--- src/rtl/tinyml_cmd_issuer_if.sv ---
// Custom-instruction command/response bus between an issuer and an accelerator.
interface tinyml_cmd_issuer_if;
    localparam int unsigned FID_W  = 10;
    localparam int unsigned DATA_W = 32;

    logic              cmd_valid;
    logic [FID_W-1:0]  cmd_function_id;
    logic [DATA_W-1:0] cmd_inputs_0;
    logic [DATA_W-1:0] cmd_inputs_1;
    logic              cmd_ready;
    logic              rsp_valid;
    logic [DATA_W-1:0] rsp_outputs_0;
    logic              rsp_ready;

    // Issuer side
    modport master (
        output cmd_valid, cmd_function_id, cmd_inputs_0, cmd_inputs_1, rsp_ready,
        input  cmd_ready, rsp_valid, rsp_outputs_0
    );

    // Accelerator side
    modport slave (
        input  cmd_valid, cmd_function_id, cmd_inputs_0, cmd_inputs_1, rsp_ready,
        output cmd_ready, rsp_valid, rsp_outputs_0
    );
endinterface

--- src/rtl/tinyml_cmd_issuer.sv ---
// tinyml_cmd_issuer: runs one custom-instruction op per request without the CPU.
// Optional command timeout abort enabled by defining TINYML_CMD_TIMEOUT_EN.
module tinyml_cmd_issuer #(
    parameter int unsigned TIMEOUT_CYCLES = 65535,
    parameter int unsigned CNT_W          = 16
) (
    input  logic              clk,
    input  logic              reset,
    input  logic              req_valid,
    output logic              req_ready,
    input  logic [9:0]        req_function_id,
    input  logic [31:0]       req_inputs_0,
    input  logic [31:0]       req_inputs_1,
    output logic              res_valid,
    input  logic              res_ready,
    output logic [31:0]       res_data,
    output logic              res_timeout,
    tinyml_cmd_issuer_if.master cmd,
    output logic              busy,
    output logic [CNT_W-1:0]  cmd_count
);
    typedef enum logic [1:0] {IDLE, ISSUE, WAIT, DONE} state_t;

    state_t state;
    logic   accept;
    logic   expired;

    if (TIMEOUT_CYCLES == 0) begin : g_bad_timeout
        $error("TIMEOUT_CYCLES must be nonzero");
    end

    assign accept = (state == IDLE) & req_valid & req_ready;

    // Response is taken while waiting, or together with command acceptance
    assign cmd.rsp_ready = (state == WAIT) | ((state == ISSUE) & cmd.cmd_ready);

`ifdef TINYML_CMD_TIMEOUT_EN
    localparam int unsigned TMO_W = (TIMEOUT_CYCLES > 1) ? $clog2(TIMEOUT_CYCLES) : 1;
    logic [TMO_W-1:0] tmo_cnt;

    // Cycles spent in ISSUE+WAIT for the current command
    always_ff @(posedge clk) begin
        if (reset || accept) begin
            tmo_cnt <= '0;
        end else if (state == ISSUE || state == WAIT) begin
            tmo_cnt <= tmo_cnt + TMO_W'(1);
        end
    end

    assign expired = (state == ISSUE || state == WAIT) &&
                     (tmo_cnt == TMO_W'(TIMEOUT_CYCLES - 1));
`else
    assign expired = 1'b0;
`endif

    // Issue FSM with registered outputs; a response always beats a timeout
    always_ff @(posedge clk) begin
        if (reset) begin
            state               <= IDLE;
            req_ready           <= 1'b0;
            busy                <= 1'b0;
            cmd.cmd_valid       <= 1'b0;
            cmd.cmd_function_id <= '0;
            cmd.cmd_inputs_0    <= '0;
            cmd.cmd_inputs_1    <= '0;
            res_valid           <= 1'b0;
            res_data            <= '0;
            res_timeout         <= 1'b0;
            cmd_count           <= '0;
        end else begin
            case (state)
                IDLE: begin
                    req_ready <= 1'b1;
                    if (accept) begin
                        cmd.cmd_function_id <= req_function_id;
                        cmd.cmd_inputs_0    <= req_inputs_0;
                        cmd.cmd_inputs_1    <= req_inputs_1;
                        cmd.cmd_valid       <= 1'b1;
                        req_ready           <= 1'b0;
                        busy                <= 1'b1;
                        state               <= ISSUE;
                    end
                end
                ISSUE: begin
                    if (cmd.cmd_ready && cmd.rsp_valid) begin
                        cmd.cmd_valid <= 1'b0;
                        res_valid     <= 1'b1;
                        res_data      <= cmd.rsp_outputs_0;
                        res_timeout   <= 1'b0;
                        cmd_count     <= cmd_count + CNT_W'(1);
                        state         <= DONE;
                    end else if (expired) begin
                        cmd.cmd_valid <= 1'b0;
                        res_valid     <= 1'b1;
                        res_data      <= '0;
                        res_timeout   <= 1'b1;
                        state         <= DONE;
                    end else if (cmd.cmd_ready) begin
                        cmd.cmd_valid <= 1'b0;
                        state         <= WAIT;
                    end
                end
                WAIT: begin
                    if (cmd.rsp_valid) begin
                        res_valid   <= 1'b1;
                        res_data    <= cmd.rsp_outputs_0;
                        res_timeout <= 1'b0;
                        cmd_count   <= cmd_count + CNT_W'(1);
                        state       <= DONE;
                    end else if (expired) begin
                        res_valid   <= 1'b1;
                        res_data    <= '0;
                        res_timeout <= 1'b1;
                        state       <= DONE;
                    end
                end
                DONE: begin
                    if (res_ready) begin
                        res_valid <= 1'b0;
                        busy      <= 1'b0;
                        req_ready <= 1'b1;
                        state     <= IDLE;
                    end
                end
                default: state <= IDLE;
            endcase
        end
    end
endmodule
--- src/flat_wrapper.sv ---
// flat-port wrapper written by rule: the top's interface ports become plain ports
module tinyml_cmd_issuer_flat 
#(
    parameter int unsigned TIMEOUT_CYCLES = 65535,
    parameter int unsigned CNT_W          = 16
)
  (clk, reset, req_valid, req_ready, req_function_id, req_inputs_0, req_inputs_1, res_valid, res_ready, res_data, res_timeout, busy, cmd_count, cmd_cmd_valid, cmd_cmd_function_id, cmd_cmd_inputs_0, cmd_cmd_inputs_1, cmd_rsp_ready, cmd_cmd_ready, cmd_rsp_valid, cmd_rsp_outputs_0);
  tinyml_cmd_issuer_if cmd_i ();
  input  logic clk;
  input  logic reset;
  input  logic req_valid;
  output logic req_ready;
  input  logic [9:0] req_function_id;
  input  logic [31:0] req_inputs_0;
  input  logic [31:0] req_inputs_1;
  output logic res_valid;
  input  logic res_ready;
  output logic [31:0] res_data;
  output logic res_timeout;
  output logic busy;
  output logic [CNT_W-1:0] cmd_count;
  output wire logic [$bits(cmd_i.cmd_valid)-1:0] cmd_cmd_valid;
  output wire logic [$bits(cmd_i.cmd_function_id)-1:0] cmd_cmd_function_id;
  output wire logic [$bits(cmd_i.cmd_inputs_0)-1:0] cmd_cmd_inputs_0;
  output wire logic [$bits(cmd_i.cmd_inputs_1)-1:0] cmd_cmd_inputs_1;
  output wire logic [$bits(cmd_i.rsp_ready)-1:0] cmd_rsp_ready;
  input wire logic [$bits(cmd_i.cmd_ready)-1:0] cmd_cmd_ready;
  input wire logic [$bits(cmd_i.rsp_valid)-1:0] cmd_rsp_valid;
  input wire logic [$bits(cmd_i.rsp_outputs_0)-1:0] cmd_rsp_outputs_0;
  assign cmd_cmd_valid = cmd_i.cmd_valid;
  assign cmd_cmd_function_id = cmd_i.cmd_function_id;
  assign cmd_cmd_inputs_0 = cmd_i.cmd_inputs_0;
  assign cmd_cmd_inputs_1 = cmd_i.cmd_inputs_1;
  assign cmd_rsp_ready = cmd_i.rsp_ready;
  assign cmd_i.cmd_ready = cmd_cmd_ready;
  assign cmd_i.rsp_valid = cmd_rsp_valid;
  assign cmd_i.rsp_outputs_0 = cmd_rsp_outputs_0;
  tinyml_cmd_issuer #(.TIMEOUT_CYCLES(TIMEOUT_CYCLES), .CNT_W(CNT_W)) u_core (.clk(clk), .reset(reset), .req_valid(req_valid), .req_ready(req_ready), .req_function_id(req_function_id), .req_inputs_0(req_inputs_0), .req_inputs_1(req_inputs_1), .res_valid(res_valid), .res_ready(res_ready), .res_data(res_data), .res_timeout(res_timeout), .cmd(cmd_i), .busy(busy), .cmd_count(cmd_count));
endmodule
--- config.mk ---
export PLATFORM = sky130hd
export DESIGN_NAME = tinyml_cmd_issuer_flat
export DESIGN_NICKNAME = d
export VERILOG_FILES = /design/src/rtl/tinyml_cmd_issuer_if.sv /design/src/rtl/tinyml_cmd_issuer.sv /design/src/flat_wrapper.sv
export SDC_FILE = /design/constraint.sdc
export NUM_CORES = 1
export LEC_CHECK = 0
export ABC_AREA = 1
export CAP_MARGIN = 10
export CORE_MARGIN = 1.5
export CORE_UTILIZATION = 44
export CTS_CLUSTER_SIZE = 40
export DETAILED_ROUTE_END_ITERATION = 10
export GPL_ROUTABILITY_DRIVEN = 0
export PLACE_DENSITY = 0.86
export SETUP_SLACK_MARGIN = 0.3
export SLEW_MARGIN = 20
export SYNTH_ARGS = -nofsm -noshare
export SYNTH_HDL_FRONTEND = slang
export SYNTH_SLANG_ARGS = --single-unit
--- constraint.sdc ---
create_clock -name clk -period 3.9 [get_ports clk]
set_input_delay 0.78 -clock clk [delete_from_list [all_inputs] [get_ports clk]]
set_output_delay 0.78 -clock clk [all_outputs]
set_load 0.1 [all_outputs]
==> results_dict.tcl, run 1 <==
set metrics [dict create \
    cp-start-kind "flop" \
    synthFlopType "dfxtp_1" \
    finalCritPeriodShare 0.749 \
    htreeDepth 4 \
    synthesis.area_um2 4880 \
    power.share.sequential 0.273 \
    place_area_um2 7250 \
    cts_resized 0 \
    cp_num_buf_inv 1 \
    route.detailed.drc 0 \
    swShare 0.425 \
    track_usage 0.236 \
    synth_cells 650 \
    io_buffers 238 \
    synthSimpleGateAreaFrac 0.265 \
    slew_headroom 0.286 \
    pre_cts_slack_ns 1.36 \
    synthXorXnorAreaFrac 0 \
    initial_utilization 0.451 \
    synth_cell_types 28 \
    drt_pass1_iterations 5 \
    die-area_um2 11700 \
    intPower_uw 3340 \
    max_stage_delay_ns 1.19 \
    p_leak_uw 0.00287 \
    fin_ws_ns 0.978 \
    r2r_start "u_core.state[0]" \
    rsz0062_at_grt "no" \
    drv_slew 0 \
    synthMuxAreaShare 0 \
    syn2layout_area_growth_pct 62.9 \
    root_buffer "clkbuf_8" \
    clkPwrFrac 0.322 \
    path_clk_slew_ns 0.06 \
    cts_hold_buf 0 \
    critical_path.top_delay_family "buffers and inverters" \
    required_ns 3.12 \
    min_from "u_core.cmd.cmd_inputs_0[28]" \
    ir_drop_mv 0.564 \
    fp.dieW_um 108 \
    crit_start "u_core.cmd_count[6]" \
    synthAdderAreaFrac 0.0128 \
    tightestPinTransition_ns 1.07 \
    n_antenna_cell 0 \
    maxCapViolCount 0 \
    viasPerCell 4.87 \
    cpMaxStageDelayCell "clkdlybuf4s50_1" \
    cp.arrival_ns 2.14 \
    synth-compound-area-share 0.131 \
    nets 990 \
    ant_nets 0 \
    comb_power_share 0.405 \
    timing_worst_setup_path_type "flop to primary output" \
    hp-class "flop to flop" \
    skew_ns 0.0107 \
    p_total_uw 5810 \
    p_per_area_nw_per_um2 730 \
    synth_top_family_by_area "simple AND/OR/NAND/NOR gates" \
    p_switching_uw 2470 \
    path_cells "clkdlybuf4s50_1" \
    antenna_found_initial 0 \
    status "complete, no violations" \
    grt_pass1_vias 4644 \
    coreArea_um2 10800 \
    fmax_mhz 342 \
    hold_viol_final 0 \
    drive_above_1_share 0.0554 \
    setup_tns_ns 0 \
    clkSinkCount 128 \
    hpwl_um 9070 \
    finalWirelength_um 13800 \
    cts_tree "done" \
    ys_seq_area_frac 0.525 \
    num_rows 38 \
    clk_latency_ns 0.51 \
    grt_pass1_wl_um 21800 \
    async_flop_share 0 \
    dr_total_vias 4996 \
    fin_crit_ns 2.92 \
    yosysWarnings 0 \
    stdcell_area_um2 7960 \
    post_cts_buffers 0 \
    grt_max_degree 77 \
    grt_remaining_overflow 0 \
    ioPinCount 240 \
    clockBufferDepth 2 \
    wire_per_inst_um 13.4 \
    synth-seq-cells 128 \
    die_h_um 108 \
    setup_viol 0 \
    fill_cells 810 \
    drtIter0Drc 302 \
    cp-end-kind "primary output" \
    cts_buffers 17 \
    synth_edf_count 0 \
    syn_nets 767 \
    syn_area_per_cell_um2 7.51 \
    critPathMaxFanout 7 \
]
==> sequential cells by signal (all words and copies together) (netlist names) <==
register                    count
u_core.busy                     1
u_core.cmd.cmd_function_id     10
u_core.cmd.cmd_inputs_0        32
u_core.cmd.cmd_inputs_1        32
u_core.cmd.cmd_valid            1
u_core.cmd_count               16
u_core.req_ready                1
u_core.res_data                32
u_core.res_valid                1
u_core.state                    2
==> metal layers <==
metal  routed length, µm  part of all wire  vias up  GRT usage
li1                    -                 -     2515          -
met1                5630              0.41     2268      0.267
met2                6730              0.49      184      0.401
met3                1070             0.078       29     0.0868
met4                 315             0.023        0     0.0940
met5                   0                 0        -          0
==> worst register-to-register path: cells and delay by family, from the launching register on <==
family	cells	cell delay (ns)
buffers and inverters	2	0.68
AO/OA/AOI/OAI	1	0.19
adder cells (fa/ha/maj)	1	0.28
AND/OR/NAND/NOR	2	0.33
flip-flops	1	0.46
==> cell usage after synthesis, types with 2 or more instances <==
cell | n | area share
o211ai_1 | 2 | 0.0031
buf_6 | 3 | 0.0069
inv_2 | 3 | 0.0023
nand2_1 | 261 | 0.20
o21ai_0 | 8 | 0.0082
nor2_2 | 2 | 0.0026
nor2_1 | 28 | 0.022
buf_2 | 11 | 0.011
nand2_2 | 2 | 0.0026
nand3_1 | 9 | 0.0092
clkbuf_1 | 15 | 0.012
buf_4 | 9 | 0.014
inv_1 | 26 | 0.020
dfxtp_1 | 128 | 0.52
nor3b_1 | 2 | 0.0031
a21oi_1 | 115 | 0.12
nor3_1 | 11 | 0.011
ha_1 | 5 | 0.013
==> layout by cell type (no fill, tap or decap), types with 2 or more instances in the layout <==
cell type,count
nor2_2,2
o21ai_0,7
inv_2,3
inv_1,26
a21oi_1,115
nand3_1,9
bufinv_16,8
nor2_1,28
clkbuf_16,16
nand2_2,2
clkdlybuf4s50_1,236
ha_1,5
dfxtp_1,128
nor3b_1,2
buf_4,6
nand2_1,261
o211ai_1,2
clkinv_4,4
nor3_1,11
==> per-stage QoR <==
step | hold slack, ns | cells | utilization
after floorplan | 0.512 | 650 | -
after global placement | 0.448 | 994 | 0.669
after detailed placement | 0.455 | 994 | 0.669
after CTS | 0.464 | 1025 | 0.734
after global routing | 0.481 | 1025 | 0.734
final | 0.462 | 1025 | 0.734
==> layout make-up <==
| cell class | instances | area [µm²] | share of cell area |
|---|---|---|---|
| Timing Repair Buffer | 242 | 2410 | 0.303 |
| Sequential cell | 128 | 2560 | 0.322 |
| Clock buffer | 17 | 414 | 0.0521 |
| Inverter | 30 | 113 | 0.0142 |
| Tap cell | 140 | 175 | 0.0220 |
| Clock inverter | 14 | 288 | 0.0362 |
| Multi-Input combinational cell | 454 | 2000 | 0.251 |
==> power by group through the flow <==
stage	combinational (µW)	sequential [µW]	clock (µW)
6_report	2350	1580	1870
5_1_grt	2480	1600	1970
4_1_cts	2360	1580	1900
3_5_place_dp	2350	1610	0
3_3_place_gp	2340	1600	0
2_1_floorplan	645	2780	0
==> path summary, 6_finish.rpt <==
path | cells after the start | endpoint | slack, ns
worst min register to register | 2 | u_core.cmd.cmd_inputs_0[28] | 0.46
worst max-delay path | 1 | cmd_count[6] | 0.98
worst min-delay path | 2 | u_core.cmd.cmd_inputs_0[28] | 0.46
worst max register to register | 6 | u_core.cmd.cmd_inputs_1[6] | 1.88
==> cells by family (layout without fill, tap and decap cells) <==
kind of cell / count (synthesis) / in the layout
buf+inv: 68 / 303
other cells: 1 / 1
compound gates: 126 / 126
simple gates: 322 / 322
fa+ha+maj: 5 / 5
flops: 128 / 128
(Power assumes the default switching activity.)
==> run 2: changes to the inputs <==
CORE_UTILIZATION = 36   (was 44)
PLACE_DENSITY = 0.76   (was 0.86)
clock period = 2.65 ns   (was 3.9 ns; I/O delays follow)
==> run 2 against run 1 <==
Utilization is 15 points lower. Clock power is 35% higher. Global-route usage fell by 4.0 points. Sequential share of layout area grew 1.1 points. Critical path depth increased by 3. Cell count increased by 4.0%. Sequential power increased by 47%. Worst hold slack better by 0.00084 ns. Non-clock buffer count rose by 4. First-iteration DRC count decreased by 13%. Critical endpoint is now cmd_rsp_ready. Largest cell class unchanged.
==> results_dict.tcl, run 2 (synthesis results as in run 1) <==
set metrics [dict create \
    grt_pass1_wl_um 22100 \
    fmax_mhz 475 \
    ant_nets 0 \
    drive_above_1_share 0.201 \
    cp-start-kind "flop" \
    intPower_uw 4690 \
    initial_utilization 0.369 \
    die-area_um2 14300 \
    critPathMaxFanout 6 \
    reg_top3 "u_core.cmd.cmd_inputs_0 x32, u_core.cmd.cmd_inputs_1 x32, u_core.res_data x32" \
    post_cts_buffers 0 \
    path_clk_slew_ns 0.05 \
    required_ns 2.12 \
    finalWirelength_um 13800 \
    final_cell_mix "nand2_1, buf_4, dfxtp_1" \
    cts_resized 0 \
    root_buffer "clkbuf_16" \
    timing_worst_setup_path_type "flop to primary output" \
    cp-end-kind "primary output" \
    hpwl_um 9590 \
    route.detailed.drc 0 \
    power.share.sequential 0.281 \
    clk_latency_ns 0.41 \
    cts_buffers 17 \
    layout_commonest_cell "nand2_1" \
    drt_pass1_iterations 4 \
    grt_pass1_vias 4641 \
    fp.dieW_um 119 \
    clockBufferDepth 2 \
    ir_drop_mv 0.653 \
    p_per_area_nw_per_um2 1080 \
    clkPwrFrac 0.305 \
    ioPinCount 240 \
    clkSinkCount 128 \
    antenna_found_initial 0 \
    whs_ns 0.463 \
    grt_remaining_overflow 0 \
    swShare 0.435 \
    syn2layout_area_growth_pct 57.7 \
    rsz0062_at_grt "no" \
    coreArea_um2 13200 \
    final-seq-area_um2 2560 \
    fill_cells 1241 \
    wire_per_inst_um 12.9 \
    maxCapViolCount 0 \
    cts_hold_buf 0 \
    comb_power_share 0.414 \
    fin_crit_ns 2.10 \
    die_h_um 119 \
    drv_slew 0 \
    setup_viol 0 \
    drtIter0Drc 262 \
    finalCritPeriodShare 0.794 \
    hold_viol_final 0 \
    skew_ns 0.00459 \
    track_usage 0.195 \
    n_antenna_cell 0 \
    dr_total_vias 4912 \
    p_switching_uw 3610 \
    setup_tns_ns 0 \
    io_buffers 238 \
    hp-class "flop to flop" \
    cts_tree "done" \
    multi_input_area_um2 2000 \
    cp.arrival_ns 1.57 \
    grt_max_degree 67 \
    num_rows 42 \
    status "complete, no violations" \
    nets 994 \
    htreeDepth 4 \
    p_leak_uw 0.00313 \
    viasPerCell 4.61 \
]
run 2: cell count changes in the layout (fill, tap and decap cells not counted), moves of 2 or more:
cell,delta
clkinv_4,-4
clkinv_2,+3
clkdlybuf4s50_1,-126
clkbuf_1,+2
buf_12,+3
bufinv_16,-3
buf_4,+127
run 2: through the flow:
stage | power, µW | cells | instance area, µm² | utilization | worst slack (ns)
finish | 8300 | 1066 | 7700 | 0.582 | 0.547
global placement | 5810 | 1034 | 7060 | 0.533 | 0.505
global route | 8670 | 1066 | 7700 | 0.582 | 0.459
floorplan | 5050 | 650 | 4890 | - | 0.559
detailed placement | 5820 | 1034 | 7060 | 0.533 | 0.471
CTS | 8390 | 1066 | 7700 | 0.582 | 0.530
run 2: final cells by class:
type / count / share of cell area
Multi-Input combinational cell: 454 / 0.260
Sequential cell: 128 / 0.333
Inverter: 30 / 0.0146
Clock buffer: 21 / 0.0598
Clock inverter: 11 / 0.0240
Timing Repair Buffer: 246 / 0.280
Tap cell: 176 / 0.0286
run 2: critical path, cell delays in order, from the launching register on:
cell and delay (ns):
dfxtp_1 0.43, ha_1 0.28, inv_2 0.08, o21ai_2 0.18
buf_12 0.20
run 2: power groups by stage:
| stage | Clock [µW] | Sequential (µW) | Combinational [µW] |
|---|---|---|---|
| 2_1_floorplan | 0 | 4090 | 954 |
| 3_3_place_gp | 0 | 2360 | 3440 |
| 3_5_place_dp | 0 | 2370 | 3450 |
| 4_1_cts | 2590 | 2330 | 3460 |
| 5_1_grt | 2680 | 2360 | 3630 |
| 6_report | 2530 | 2330 | 3430 |
run 2: final timing paths:
| kind | start | to | slack, ns | cells past startpoint |
|---|---|---|---|---|
| setup / recovery | u_core.state[0] | cmd_rsp_ready | 0.55 | 4 |
| hold / removal | u_core.res_data[3] | u_core.res_data[3] | 0.46 | 2 |
| setup reg to reg | u_core.state[0] | u_core.cmd_count[13] | 0.77 | 11 |
| hold reg to reg | u_core.res_data[3] | u_core.res_data[3] | 0.46 | 2 |
run 2: routing by layer:
metal,GRT usage,vias to the layer above,part of all wire
li1,-,2520,-
met1,0.227,2169,0.42
met2,0.314,190,0.46
met3,0.0723,33,0.091
met4,0.0982,0,0.033
met5,0,-,0
